[src/rtl/muldiv_ctrl_if.sv]
// Handshake and data bundle between the EXE stage and the mul/div sequencer.
interface muldiv_ctrl_if;
  logic        start;
  logic [1:0]  op;
  logic [31:0] rs;
  logic [31:0] rt;
  logic        accept;
  logic        flush;
  logic        md_ready_go;
  logic        busy;
  logic        hilo_we;
  logic [31:0] hi_out;
  logic [31:0] lo_out;

  // EXE side: issues ops and advances the pipe
  modport master (
    output start, op, rs, rt, accept, flush,
    input  md_ready_go, busy, hilo_we, hi_out, lo_out
  );

  // Sequencer side
  modport slave (
    input  start, op, rs, rt, accept, flush,
    output md_ready_go, busy, hilo_we, hi_out, lo_out
  );
endinterface

[src/rtl/muldiv_ctrl.sv]
// Multi-cycle MULT/MULTU/DIV/DIVU sequencer for the EXE stage.
// Multiply takes one working cycle; divide is a 32-step restoring divider
// on magnitudes with sign correction on the final step. The 64-bit result
// is handed to HI/LO with a one-cycle write pulse when MEM accepts.
module muldiv_ctrl (
  input  logic          clk,
  input  logic          rst,
  muldiv_ctrl_if.slave  md
);

  typedef enum logic [1:0] {IDLE, MUL, DIV, DONE} state_t;

  state_t      state_q, state_d;
  logic [4:0]  cnt_q, cnt_d;
  logic [31:0] a_q, a_d;      // multiplicand / dividend magnitude, becomes quotient
  logic [31:0] b_q, b_d;      // multiplier / divisor magnitude
  logic [32:0] rem_q, rem_d;  // partial remainder
  logic        sgn_q, sgn_d;  // signed op (MULT/DIV)
  logic        qneg_q, qneg_d;
  logic        rneg_q, rneg_d;
  logic [31:0] hi_q, hi_d;
  logic [31:0] lo_q, lo_d;

  logic [32:0] rem_sh;
  logic [32:0] diff;
  logic [31:0] q_nxt;
  logic [32:0] r_nxt;
  logic [63:0] ext_a, ext_b, prod;
  logic        sgn_in;

  // Datapath helpers: one restoring step and the sign-extended product
  always_comb begin
    rem_sh = {rem_q[31:0], a_q[31]};
    diff   = rem_sh - {1'b0, b_q};
    q_nxt  = {a_q[30:0], ~diff[32]};
    r_nxt  = diff[32] ? rem_sh : diff;
    ext_a  = {{32{sgn_q & a_q[31]}}, a_q};
    ext_b  = {{32{sgn_q & b_q[31]}}, b_q};
    prod   = ext_a * ext_b;
    sgn_in = ~md.op[0];
  end

  // Next-state and datapath register updates
  always_comb begin
    state_d = state_q;
    cnt_d   = cnt_q;
    a_d     = a_q;
    b_d     = b_q;
    rem_d   = rem_q;
    sgn_d   = sgn_q;
    qneg_d  = qneg_q;
    rneg_d  = rneg_q;
    hi_d    = hi_q;
    lo_d    = lo_q;
    unique case (state_q)
      IDLE: begin
        // A flushed start must not disturb any register, including HI/LO
        if (md.start && !md.flush) begin
          cnt_d  = '0;
          rem_d  = '0;
          sgn_d  = sgn_in;
          qneg_d = sgn_in & (md.rs[31] ^ md.rt[31]);
          rneg_d = sgn_in & md.rs[31];
          if (!md.op[1]) begin
            a_d     = md.rs;
            b_d     = md.rt;
            state_d = MUL;
          end else if (md.rt == '0) begin
            hi_d    = md.rs;
            lo_d    = '1;
            state_d = DONE;
          end else begin
            a_d     = (sgn_in && md.rs[31]) ? -md.rs : md.rs;
            b_d     = (sgn_in && md.rt[31]) ? -md.rt : md.rt;
            state_d = DIV;
          end
        end
      end
      MUL: begin
        hi_d    = prod[63:32];
        lo_d    = prod[31:0];
        state_d = DONE;
      end
      DIV: begin
        a_d   = q_nxt;
        rem_d = r_nxt;
        cnt_d = cnt_q + 5'd1;
        if (cnt_q == 5'd31) begin
          lo_d    = qneg_q ? -q_nxt : q_nxt;
          hi_d    = rneg_q ? -r_nxt[31:0] : r_nxt[31:0];
          state_d = DONE;
        end
      end
      DONE: begin
        if (md.accept) state_d = IDLE;
      end
      default: state_d = IDLE;
    endcase
    if (md.flush) state_d = IDLE;
  end

  // State registers with synchronous reset
  always_ff @(posedge clk) begin
    if (rst) begin
      state_q <= IDLE;
      cnt_q   <= '0;
      a_q     <= '0;
      b_q     <= '0;
      rem_q   <= '0;
      sgn_q   <= 1'b0;
      qneg_q  <= 1'b0;
      rneg_q  <= 1'b0;
      hi_q    <= '0;
      lo_q    <= '0;
    end else begin
      state_q <= state_d;
      cnt_q   <= cnt_d;
      a_q     <= a_d;
      b_q     <= b_d;
      rem_q   <= rem_d;
      sgn_q   <= sgn_d;
      qneg_q  <= qneg_d;
      rneg_q  <= rneg_d;
      hi_q    <= hi_d;
      lo_q    <= lo_d;
    end
  end

  assign md.busy        = (state_q != IDLE);
  assign md.md_ready_go = (state_q == DONE);
  assign md.hilo_we     = (state_q == DONE) & md.accept & ~md.flush;
  assign md.hi_out      = hi_q;
  assign md.lo_out      = lo_q;

endmodule

[src/flat_wrapper.sv]
// flat-port wrapper written by rule: the top's interface ports become plain ports
module muldiv_ctrl_flat 
  (clk, rst, md_start, md_op, md_rs, md_rt, md_accept, md_flush, md_md_ready_go, md_busy, md_hilo_we, md_hi_out, md_lo_out);
  muldiv_ctrl_if md_i ();
  input  logic clk;
  input  logic rst;
  input wire logic [$bits(md_i.start)-1:0] md_start;
  input wire logic [$bits(md_i.op)-1:0] md_op;
  input wire logic [$bits(md_i.rs)-1:0] md_rs;
  input wire logic [$bits(md_i.rt)-1:0] md_rt;
  input wire logic [$bits(md_i.accept)-1:0] md_accept;
  input wire logic [$bits(md_i.flush)-1:0] md_flush;
  output wire logic [$bits(md_i.md_ready_go)-1:0] md_md_ready_go;
  output wire logic [$bits(md_i.busy)-1:0] md_busy;
  output wire logic [$bits(md_i.hilo_we)-1:0] md_hilo_we;
  output wire logic [$bits(md_i.hi_out)-1:0] md_hi_out;
  output wire logic [$bits(md_i.lo_out)-1:0] md_lo_out;
  assign md_i.start = md_start;
  assign md_i.op = md_op;
  assign md_i.rs = md_rs;
  assign md_i.rt = md_rt;
  assign md_i.accept = md_accept;
  assign md_i.flush = md_flush;
  assign md_md_ready_go = md_i.md_ready_go;
  assign md_busy = md_i.busy;
  assign md_hilo_we = md_i.hilo_we;
  assign md_hi_out = md_i.hi_out;
  assign md_lo_out = md_i.lo_out;
  muldiv_ctrl u_core (.clk(clk), .rst(rst), .md(md_i));
endmodule
[config.mk]
export PLATFORM = sky130hd
export DESIGN_NAME = muldiv_ctrl_flat
export DESIGN_NICKNAME = d
export VERILOG_FILES = /design/src/rtl/muldiv_ctrl_if.sv /design/src/rtl/muldiv_ctrl.sv /design/src/flat_wrapper.sv
export SDC_FILE = /design/constraint.sdc
export NUM_CORES = 2
export LEC_CHECK = 0
export ABC_AREA = 1
export CORE_MARGIN = 1
export CORE_UTILIZATION = 35
export CTS_CLUSTER_DIAMETER = 40
export DETAILED_ROUTE_END_ITERATION = 10
export PLACE_DENSITY = 0.55
export SETUP_SLACK_MARGIN = 0.02
export SLEW_MARGIN = 20
export SYNTH_ARGS = -nofsm -noshare
export SYNTH_HDL_FRONTEND = slang
export SYNTH_SLANG_ARGS = --single-unit
export TNS_END_PERCENT = 10
[constraint.sdc]
create_clock -name clk -period 8.8 [get_ports clk]
set_input_delay 1.76 -clock clk [delete_from_list [all_inputs] [get_ports clk]]
set_output_delay 1.76 -clock clk [all_outputs]
set_load 0.05 [all_outputs]
# == Word level (Yosys, flattened, before mapping) ==
# Index checks and enable logic that the tools add are counted.
# classes
add_sub_neg,6
n_mul,1
n_eq_ne,11
muxes,31
bitwise,10
n_reduce_logical,16
# op_table
cell,count
32-bit two-way mux,19
32-bit case mux with 3 select lines,2
32-bit negation,4
32-bit case mux with 2 select lines,2
33-bit by 33-bit multiplier with 64-bit output,1
33-bit by 32-bit subtractor with 33-bit output,1
32-bit logical NOT,1
5-bit case mux with 2 select lines,1
3-bit AND reduction,3
2-bit two-way mux,4
2-bit case mux with 4 select lines,1
1-bit bitwise AND,6
"2-bit by 1-bit != test with 1-bit output, second input constant",3
"2-bit != test, second input constant",3
"5-bit by 1-bit adder with 5-bit output, second input constant",1
"5-bit == test, second input constant",1
5-bit two-way mux,1
5-bit AND reduction,1
"2-bit == test, second input constant",2
2-bit AND reduction,2
2-bit nonzero test,2
1-bit logical AND,3
"3-bit != test, second input constant",1
1-bit NOT,3
other kinds (7),7
# word_totals
regBits,170
inputBits,71

# == Longest topological paths before layout ==
# depth
depth_word,7
depth_mapped,39
depth_no_buf,37

# == Worst setup path before layout ==
# OpenSTA, ideal clock, no wires.
# synth_path
kind,reg-to-reg
start,register u_core.a_q[31]
end,register u_core.hi_q[29] (netlist: u_core.md.hi_out[29])
t_arrival_ns,7.542
setup_slack_ns,1.185
stages_incl_launch_ff,34
n_path_buf,2
synth_period_minus_slack_ns,7.615
cell_sequence,dfxtp_1 clkbuf_1 nand2_1 clkbuf_1 nor2_1 fa_1 inv_1 fa_1 inv_1 fa_1 inv_1 fa_1 fa_1 fa_1 fa_1 fa_1 inv_1 ha_1 nand2_1 nor2_1 inv_1 nor2_1 nand2_1 o211ai_1 nand2_1 nand2_1 nand2_1 nand3_1 nand2_1 o21ai_0 inv_1 nand2_1 nand2_1 a21oi_1
# synth_via
elab_chain_cells,6
word_cells_on_any_way,8
# synth_rtl
element,line_no,source
"start, declared",muldiv_ctrl.sv:15,"logic [31:0] a_q, a_d;"
"start signal, assigned",muldiv_ctrl.sv:107,a_q <= '0;
"start signal, assigned",muldiv_ctrl.sv:118,a_q <= a_d;
33-bit by 32-bit subtractor with 33-bit output,muldiv_ctrl.sv:34,"diff = rem_sh - {1'b0, b_q};"
32-bit two-way mux,muldiv_ctrl.sv:36,r_nxt = diff[32] ? rem_sh : diff;
32-bit negation,muldiv_ctrl.sv:90,hi_d = rneg_q ? -r_nxt[31:0] : r_nxt[31:0];
32-bit two-way mux,muldiv_ctrl.sv:90,
32-bit two-way mux,muldiv_ctrl.sv:88,if (cnt_q == 5'd31) begin
32-bit case mux with 3 select lines (*),muldiv_ctrl.sv:55,unique case (state_q)
"end signal, assigned",muldiv_ctrl.sv:124,hi_q <= hi_d;
"end, declared",muldiv_ctrl.sv:21,"logic [31:0] hi_q, hi_d;"
# Every way passes the cells marked *; elsewhere a longest branch is shown, timed or not. The select of a mux whose other input is x is not followed.
# A chain may end at the register's enable or synchronous reset.

# == Worst setup path after layout ==
# layout_path
start,register u_core.a_q[24]
end,register u_core.hi_q[13] (netlist: u_core.md.hi_out[13])
# layout_via
elab_chain_cells,2
# layout_rtl
element,line_no,source
33-bit by 33-bit multiplier with 64-bit output,muldiv_ctrl.sv:39,prod = ext_a * ext_b;
32-bit case mux with 3 select lines,muldiv_ctrl.sv:55,
# Every way passes these cells.

==> run_results.csv <==
group,metric,value,unit
pwr,internal_power,2.393,mW
timing,rsz0062_at_grt,"true",
setup_path,critPathMostFrequentCell,"fa_1",
clocking,cts_tree,"done",
placed_design,gp_congestion,0.9772,
detailed_routing,firstDrtPassIters,6,
synthesis,synth_edf_count,0,
run_status,status,"completed",
synthesis,yosysUniqueCellTypes,58,
pwr,power.share.clock,0.151,
detailed_routing,ant_nets,0,
global_route,grt_pass1_wl,283500,µm
timing,clock_skew,16.43,ps
placed_design,dpl-instance-area,0.05710,mm²
setup_path,slowest_stage,"dfxtp_2",
timing,min_period,8612,ps
detailed_routing,drc,0,
global_route,grt_pass1_vias,47200,
cells_and_area,fin_area,0.05774,mm²
timing,fmax,0.1161,GHz
clocking,cts_root_buffer,"clkbuf_16",
setup_path,cp.required,9150,ps
synthesis,yosysTopAreaCellShare,0.4265,
detailed_routing,routed-via-count,44960,
synthesis,async_flop_share,0,
placed_design,place.port_buffers,137,
cells_and_area,layout_common_cells,"inv_1, nand2_1, fa_1, nor2_1, a21oi_1",
clocking,cts.htree.levels,4,
setup_path,cp_max_fo,23,
cells_and_area,instances_no_fill,9171,
hold_path,worstHoldPathType,"flip-flop to flip-flop",
pwr,leakage,30.60,nW
cells_and_area,syn_to_final_growth,9.249,%
floorplanning,fp.coreArea,0.1498,mm²
detailed_routing,first_iter_violations,3281,
global_route,antenna_found_initial,4,
timing,slew_violations,0,
timing,worst_pin_slew,1097,ps
detailed_routing,vias_per_cell,4.903,
pwr,swShare,0.5343,
floorplanning,die_w,390.6,µm
setup_path,critPathLaunchType,"flip-flop",
pwr,pwr-share-comb,0.677,
cells_and_area,fin_nets,8592,
synthesis,synth_seq_area_share,0.06439,
pwr,switching_power,2.745,mW
cells_and_area,layout-drive-gt1-share,0.04782,
floorplanning,start_util,0.3529,
floorplanning,die_area,0.1526,mm²
synthesis,synth_nets,8619,
detailed_routing,wl_per_cell,19.76,µm
setup_path,end_kind,"flip-flop",
pwr,peakVddDrop,0.1672,mV
cells_and_area,fill_cells,15800,
cells_and_area,layout_commonest_cell,"inv_1",
global_route,grt_start_max_net_pins,76,
global_route,grt_overflow,0,
placed_design,place_inst,9135,
setup_path,reg2reg_slack,190,ps
clocking,clock-sinks,170,
synthesis,synth_largest_area_cell,"fa_1",
detailed_routing,wl,181200,µm
cells_and_area,layout.area.seq,0.003428,mm²
pwr,power_density,88.98,mW/mm²
timing,hold_viol,0,
timing,setup_violations,0,
synthesis,synthFlopType,"dfxtp_1",
floorplanning,fp.dieH,390.6,µm
setup_path,cp_data_arrival_time,8960,ps
cells_and_area,multi_input_area,0.04093,mm²
synthesis,synthTopCellsByArea,"fa_1, inv_1, nand2_1",
floorplanning,ioPinCount,138,
clocking,clock_path_buffers,2,
clocking,cts_made_buffers,17,
job,cap_violations,0,
timing,slew_headroom,0.2680,
synthesis,avgSynthCellArea,7.374,µm²
synthesis,yosys_warnings,0,
pwr,pwr-share-seq,0.171,
synthesis,synth-seq-cells,170,
clocking,cts_hold_buf,0,
global_route,grt_usage,0.2432,
clocking,clk_latency,500,ps
synthesis,synthesis.instances,7167,
setup_path,slowest_delay,550,ps
placed_design,dp_hpwl,152500,µm
synthesis,netlist_area,0.05285,mm²
floorplanning,rows,142,
setup_path,crit_type,"flip-flop to flip-flop",
clocking,clk_pin_slew,80,ps
timing,fin_crit_sh,0.9786,
-- state kept, by name (all words and copies together) (netlist names) --
signal            count
u_core.qneg_q         1
u_core.sgn_q          1
u_core.cnt_q          5
u_core.a_q           32
u_core.md.hi_out     32
u_core.md.lo_out     32
u_core.b_q           32
u_core.rneg_q         1
u_core.state_q        2
u_core.rem_q         32
-- cells in the mapped netlist, types with 4 or more instances --
library cell and number:
xor2_1 65, nor3_1 45, xnor2_1 30, a221oi_1 4, o21a_1 7, nor2_1 334
a31oi_1 28, a21boi_0 6, nand3_2 6, or2_2 10, inv_1 1886, a21oi_1 313
clkbuf_1 276, inv_2 8, nand2_4 4, buf_6 5, buf_1 62, nand4_1 38
o21ai_1 4, nand3_1 193, dfxtp_1 170, and3_1 4, fa_1 1126, o21ai_0 230
nor2_4 5, nand2_2 33, buf_2 15, nor4_1 15, o221ai_1 14, buf_4 4
o31ai_1 4, nand2_1 1843, a21o_1 17, o21bai_1 12, ha_1 255, a211oi_1 12
a21oi_2 8, o211ai_1 23, nand3b_1 10, nor2_2 16
-- what timing repair did --
item / in CTS / in global routing
resized for setup: 10 / 9
buffers inserted: 0 / 2
endpoints found under the setup margin: 6 / 10
gates cloned: 0 / 0
-- power groups by stage --
stage	sequential [mW]	clock, mW	combinational, mW
floorplan	0.856	0	2.17
global route	0.884	0.811	3.90
detailed placement	0.898	0	3.47
finish	0.881	0.778	3.48
CTS	0.880	0.785	3.51
global placement	0.897	0	3.47
-- layout make-up --
cell class	count	share of cell area
Inverter	1897	0.1234
Clock inverter	12	0.001842
Timing Repair Buffer	318	0.05504
Clock buffer	19	0.007671
Antenna cell	3	0.0001300
Tap cell	2016	0.04369
Sequential cell	170	0.05938
Multi-Input combinational cell	4736	0.7088
-- worst max-delay path: cells and delay by family (launching register included) --
| family | cells | cell delay, ps |
|---|---|---|
| buffers and inverters | 8 | 670 |
| DFF | 1 | 550 |
| and+or+nand+nor | 4 | 670 |
| adders and majority gates | 9 | 4440 |
| AOI/OAI and AO/OA | 8 | 2120 |
-- routing by layer --
metal | global-route usage | part of all wire | up-vias
met4 | 0.07387 | 0.033 | 0
met1 | 0.3205 | 0.43 | 22750
met5 | 0 | 0 | -
met3 | 0.02136 | 0.046 | 247
li1 | - | - | 20730
met2 | 0.4213 | 0.50 | 1235
-- stage by stage --
stage                     TNS (ps)  hold WS [ps]  power, mW  setup WS [ps]  utilization
after floorplan                  0         445.3      3.031           1185            -
after global placement       -1397         453.3      4.365         -259.0       0.3812
after detailed placement    -201.8         458.5      4.365         -151.4       0.3812
after CTS                        0         470.8      5.172          37.17       0.3850
after global routing        -141.1         488.1      5.597         -85.02       0.3855
final                            0         467.5      5.138          188.2       0.3855
-- path summary, 6_finish.rpt --
path / end / cells after the start / startpoint
max: u_core.md.hi_out[13] / 29 / u_core.a_q[24]
min: u_core.cnt_q[4] / 2 / u_core.cnt_q[4]
max reg2reg: u_core.md.hi_out[13] / 29 / u_core.a_q[24]
min reg2reg: u_core.cnt_q[4] / 2 / u_core.cnt_q[4]
-- logic make-up after synthesis --
| logic type | after synthesis | synth area share |
|---|---|---|
| and+or+nand+nor | 2566 | 0.1975 |
| xor gates and xnor gates | 95 | 0.01574 |
| adders and majority gates | 1381 | 0.4869 |
| buffers and inverters | 2261 | 0.1625 |
| AOI/OAI and AO/OA | 694 | 0.07299 |
| DFF | 170 | 0.06439 |
(Power assumes the default switching activity.)
